`config.mk`:
```
export PLATFORM = sky130hd
export DESIGN_NAME = fifo_stream_out
export DESIGN_NICKNAME = d
export VERILOG_FILES = /design/src/rtl/fifo_stream_out.sv
export SDC_FILE = /design/constraint.sdc
export NUM_CORES = 1
export LEC_CHECK = 0
export CAP_MARGIN = 5
export CORE_MARGIN = 2
export CORE_UTILIZATION = 30
export DETAILED_ROUTE_END_ITERATION = 10
export GPL_TIMING_DRIVEN = 0
export PLACE_DENSITY = 0.52
export SKIP_LAST_GASP = 1
export SYNTH_ARGS = -nofsm -noshare
export SYNTH_HDL_FRONTEND = slang
export SYNTH_SLANG_ARGS = --single-unit
```
`constraint.sdc`:
```
create_clock -name clk -period 3.15 [get_ports clk]
set_clock_uncertainty 0.15 [all_clocks]
set_input_delay 0.7875 -clock clk [delete_from_list [all_inputs] [get_ports clk]]
set_output_delay 0.7875 -clock clk [all_outputs]
set_load 0.1 [all_outputs]
```
`src/rtl/fifo_stream_out.sv`:
```
// Read-side adapter for the single-clock fifo: turns rd_en/empty with one-cycle
// read latency into a first-word-fall-through valid/ready stream (head + skid).
module fifo_stream_out #(
  parameter int DATA_WIDTH = 32
) (
  input  logic                  clk,
  input  logic                  rst_n,
  input  logic                  flush_i,
  input  logic                  fifo_empty_i,
  output logic                  fifo_rd_en_o,
  input  logic [DATA_WIDTH-1:0] fifo_rd_data_i,
  output logic                  m_valid_o,
  output logic [DATA_WIDTH-1:0] m_data_o,
  input  logic                  m_ready_i,
  output logic [1:0]            count_o
);

  // Stream handshake: a word transfers on every clk edge where m_valid_o and
  // m_ready_i are both high; m_data_o holds steady while valid waits on ready.
  typedef enum logic [1:0] {
    ST_EMPTY = 2'd0,
    ST_ONE   = 2'd1,
    ST_TWO   = 2'd2
  } state_e;

  state_e                r_state;
  logic                  r_inflight;
  logic                  r_valid;
  logic [DATA_WIDTH-1:0] r_head;
  logic [DATA_WIDTH-1:0] r_skid;

  logic [1:0]            w_cnt;
  logic                  w_pop;
  logic [2:0]            w_occ;

  assign w_cnt = r_state;
  assign w_pop = r_valid & m_ready_i;

  // Words held plus the one in flight, minus the one leaving this cycle.
  assign w_occ = {1'b0, w_cnt} + {2'b00, r_inflight} - {2'b00, w_pop};

  // Gated by rst_n so the strobe drops the moment reset is asserted.
  assign fifo_rd_en_o = rst_n & ~fifo_empty_i & ~flush_i & (w_occ < 3'd2);

  assign m_valid_o = r_valid;
  assign m_data_o  = r_head;
  assign count_o   = w_cnt;

  always_ff @(posedge clk or negedge rst_n) begin
    if (!rst_n) begin
      r_state    <= ST_EMPTY;
      r_inflight <= 1'b0;
      r_valid    <= 1'b0;
      r_head     <= '0;
      r_skid     <= '0;
    end else begin
      r_inflight <= fifo_rd_en_o;
      if (flush_i) begin
        r_state <= ST_EMPTY;
        r_valid <= 1'b0;
      end else begin
        case (r_state)
          ST_EMPTY: begin
            if (r_inflight) begin
              r_head  <= fifo_rd_data_i;
              r_state <= ST_ONE;
              r_valid <= 1'b1;
            end
          end
          ST_ONE: begin
            if (r_inflight && !w_pop) begin
              r_skid  <= fifo_rd_data_i;
              r_state <= ST_TWO;
            end else if (r_inflight && w_pop) begin
              r_head  <= fifo_rd_data_i;
            end else if (w_pop) begin
              r_state <= ST_EMPTY;
              r_valid <= 1'b0;
            end
          end
          ST_TWO: begin
            // No read can be in flight here, so only a pop moves the skid up.
            if (w_pop) begin
              r_head  <= r_skid;
              r_state <= ST_ONE;
            end
          end
          default: begin
            r_state <= ST_EMPTY;
            r_valid <= 1'b0;
          end
        endcase
      end
    end
  end

endmodule

```
* Word-level counts from Yosys, hierarchy flattened
Cells that the tools add are included.
Storage, ports and cells: flip-flop bits (word level) 68, output and inout bits 36, logic and storage cells 55, input port bits 37
Cells by class: bitwise logic cells 6, reductions and logical operators 9, equal/unequal tests 14, order comparisons 1, multiplexer cells 18, add/subtract/negate cells 2
Operator list (count):
- $mux 32 | 4
- $pmux 32 s3 | 1
- $ne 3x3->1 const B | 5
- $mux 2 | 6
- $ne 2x2->1 const B | 5
- $ne 4x4->1 const B | 2
- $pmux 2 s3 | 1
- $reduce_and 6->1 | 1
- $mux 1 | 5
- $reduce_and 5->1 | 1
- $and 1x1->1 | 4
- $reduce_and 4->1 | 1
- $add 2x1->3 | 1
- $lt 3x2->1 const B | 1
- $pmux 1 s3 | 1
- $reduce_and 3->1 | 1
- $reduce_bool 3->1 | 1
- $sub 3x1->3 | 1
- $eq 2x1->1 const B | 1
- $eq 2x2->1 const B | 1
- $logic_and 1x1->1 | 2
- $logic_not 2->1 | 1
- $not 1->1 | 2
- $logic_not 1->1 | 1

* Depth between registers and ports, before layout
depth in word-level cells 6, depth in mapped cells 7, depth with buffers taken out 6

* Worst setup path after synthesis
No wires, ideal clock.
kind reg2out, from reg r_valid, in the netlist m_valid_o, to out fifo_rd_en_o, arrival time 5175 ps, stages on the path, launching flop included 7, data required time 2213 ps, path slack -2962 ps, path buffers 0, cells stage by stage dfrtp_1 nand2_1 ha_1 nand2b_1 fa_1 nand2_1 nor4_1
On the way: word-level cells in the longest chain between the ends 4
RTL lines:
- start, declared | line 28 | logic r_valid;
- start signal, assigned | line 53 | r_valid <= 1'b0;
- start signal, assigned | line 60 | r_valid <= 1'b0;
- start signal, assigned | line 67 | r_valid <= 1'b1;
- $and 1x1->1 | line 37 | assign w_pop = r_valid & m_ready_i;
- $sub 3x1->3 | line 40 | assign w_occ = {1'b0, w_cnt} + {2'b00, r_inflight} - {2'b00, w_pop};
- $lt 3x2->1 | line 43 | assign fifo_rd_en_o = rst_n & ~fifo_empty_i & ~flush_i & (w_occ < 3'd2);
- $and 1x1->1 | line 43
- end, declared | line 10 | output logic fifo_rd_en_o,
Every way passes these cells.

* Worst setup path in the final report
from in m_ready_i, to out fifo_rd_en_o
On the way: word-level cells in the longest chain between the ends 4
RTL lines:
- start, declared | line 14 | input logic m_ready_i,
- $and 1x1->1 | line 37
- $sub 3x1->3 | line 40
- $lt 3x2->1 | line 43
- $and 1x1->1 | line 43
Every way passes these cells.

==> impl_metrics.ini <==
[outcome]
status = finished with violations
violations = negative setup slack

[critical_path]
critPathMaxFanout = 3
cp.required_ns = 2.21
r2r-end = m_data_o[23]
slowest_stage = fa_2
critPathMaxStageDelay_ns = 0.36
reg2reg_depth = 6
cp_top_family = adder cells
r2r_setup_slack_ns = 0.87
path_cells = buf_8 -> nand2_8 -> ha_4 -> nand2b_4 -> fa_2 -> xor2_2 -> nor4_4 -> buf_6
crit_type = input pin to output pin
worstReg2RegStart = r_inflight
startpoint_type = input pin
path_buf_inv = 2
worstSetupPathDepth = 8
end_kind = output pin
endpoint = fifo_rd_en_o
critPathLaunch = m_ready_i
arrival_ns = 2.41

[clock_network]
cts_sinks = 68
worstSkewPairLatency_ns = 0.34
cts_buffers = 9
root_buffer = clkbuf_8
ctsHoldBuffers = 0
clk_pin_slew_ns = 0.08
cts_max_path_buffers = 2
tritoncts = yes
htree_levels = 3

[logic_synthesis]
synth_top_family_by_area = multiplexers
synthSimpleGateAreaFrac_pct = 6.54
ys_seq_area_share_pct = 54.6
ys.flop_type = dfrtp_1
synthAdderAreaFrac_pct = 1.04
muxShareOfSynthArea_pct = 21.8
synth_compound_area_share_pct = 11.2
synth_xor_area_share_pct = 0.562
ys_ff_latch = 68
syn_inst = 241
synth-edff-count = 0
yosys_warnings = 0
async_reset_ff_share_pct = 100
synth_fp_nets = 280
synth.avg_cell_area_um2 = 12.9
mappedNetlistArea_um2 = 3120
ys_types = 28

[global_route]
track_usage_pct = 12.6
grt_pass1_wl_mm = 10.8
grt_max_degree = 41
grt_pass1_vias = 2082
antenna_found_initial = 0
grt-ovfl-total = 0

[final_layout]
utilization_pct = 42.9
layout_commonest_cell = clkdlybuf4s50_1
antenna_cells = 0
area_delta_synth_final_pct = 40.0
multi_input_area_um2 = 1350
fin_cells = 468
fill_cells = 988
regArea_um2 = 1710
final_cell_mix = 69 x clkdlybuf4s50_1, 66 x dfrtp_1, 33 x nor2_1
drive_gt1_share_pct = 33.1
nNetsFinal = 366

[pwr]
power_frac_clock_pct = 19.0
power.switching_uw = 2340
netSwitchingFraction_pct = 49.7
p_leak_uw = 0.00177
pwr-share-comb_pct = 52.3
ir_drop_uv = 407
seqPwrFrac_pct = 28.6
p_per_area_nw_per_um2 = 1080
internal-power_uw = 2360

[placed_design]
post-dp-hpwl_mm = 4.49
dp_cells = 450
place_congestion = 0.670
io_buffer_count = 72

[timing]
finalSetupViolations = 1
setup_tns_ns = -0.194
clock.fmax_mhz = 299
rsz0062_at_grt = true
fin_crit_sh_pct = 106
worst_slack_ns = -0.194
drv_slew = 0
slew_headroom_pct = 33.2
hold_viol_final = 0
fin_crit_ns = 3.34
holdWs_ns = 0.210
tightest_slew_ns = 0.999

[route]
post_drt_wl_per_cell_um = 14.3
wl_mm = 6.69
via_per_inst = 4.50
num_vias = 2104
drcViolationCount = 0
drt_iter0_markers = 39
ant_nets = 0
drtPass1Iterations = 4

[die]
core_um2 = 10200
die_w_um = 106
ios = 73
dieArea_um2 = 11200
start_util_pct = 30.6
num_rows = 37
chipHeight_um = 106

[worst_hold_path]
min_path_type = input pin to async pin

[run]
drv_cap = 0
-- synthesized netlist by cell type, types with 2 or more instances --
| master | n | area share (%) |
|---|---|---|
| o21a_1 | 2 | 0.48 |
| buf_2 | 6 | 0.96 |
| clkbuf_1 | 2 | 0.24 |
| mux2i_1 | 32 | 10 |
| dfrtp_1 | 68 | 55 |
| a21oi_2 | 28 | 7.9 |
| mux2_2 | 32 | 12 |
| nor2b_1 | 2 | 0.40 |
| a21oi_1 | 5 | 0.80 |
| nand2_1 | 3 | 0.36 |
| buf_6 | 8 | 2.9 |
| nor2_1 | 33 | 4.0 |
| nor2_2 | 4 | 0.80 |
| xor2_1 | 2 | 0.56 |
-- sequential cells by signal (all words and copies together), names as in the netlist --
name and flops:
r_skid 32, r_inflight 1, m_valid_o 1, m_data_o 32, count_o 2
-- repair_timing --
action                                  4_1_cts  5_1_grt
endpoints found under the setup margin        1        1
setup buffers                                 2        0
pin swaps                                     4        0
gates resized for setup                      16        0
-- area by class of cell --
class                   instances  area share [%]
clock buffers                  10            3.15
flip-flops and latches         68            39.1
clock inverters                 6            2.55
inverters                       1          0.0860
plain buffers                  16            2.92
repair buffers                 75            17.4
multi-input cells             156            30.9
well taps                     136            3.90
-- power by group through the flow --
stage / clock network (uW) / registers (uW) / logic (uW)
3_3_place_gp: 0 / 1370 / 2440
2_1_floorplan: 0 / 2800 / 440
6_report: 894 / 1350 / 2460
4_1_cts: 931 / 1350 / 2480
3_5_place_dp: 0 / 1370 / 2460
5_1_grt: 968 / 1390 / 2560
-- how the worst min path moves through the flow --
stage	from	end	cells after the start	slack [ns]
3_5_place_dp	r_skid[15]	r_skid[15]	1	0.35
5_1_grt	rst_n	r_inflight	1	0.23
6_report	rst_n	r_inflight	1	0.21
2_1_floorplan	r_skid[10]	r_skid[10]	1	0.33
3_3_place_gp	r_skid[5]	r_skid[5]	1	0.34
4_1_cts	rst_n	r_inflight	1	0.21
-- layer usage --
metal	track usage, %	vias up	part of all wire, %
met3	3.31	11	4.0
met5	0	-	0
met4	5.92	0	1.6
met1	17.2	1040	47
li1	-	1007	-
met2	18.8	46	47
-- metrics by stage --
step	power, uW	instance area, um2	worst slack, ns
finish	4700	4370	-0.194
global route	4910	4370	-0.239
CTS	4760	4370	-0.199
detailed placement	3830	4090	-1.70
global placement	3800	4070	-3.20
floorplan	3240	3180	-0.657
-- logic make-up (layout without fill, tap and decap cells) --
group,count (synthesis),in the layout
XOR/XNOR,2,2
multiplexers,64,64
adder cells (fa/ha/maj),2,2
flip-flops,68,68
AND/OR/NAND/NOR,47,47
buffers and inverters,17,108
AO/OA/AOI/OAI,41,41
(Power assumes the default switching activity.)
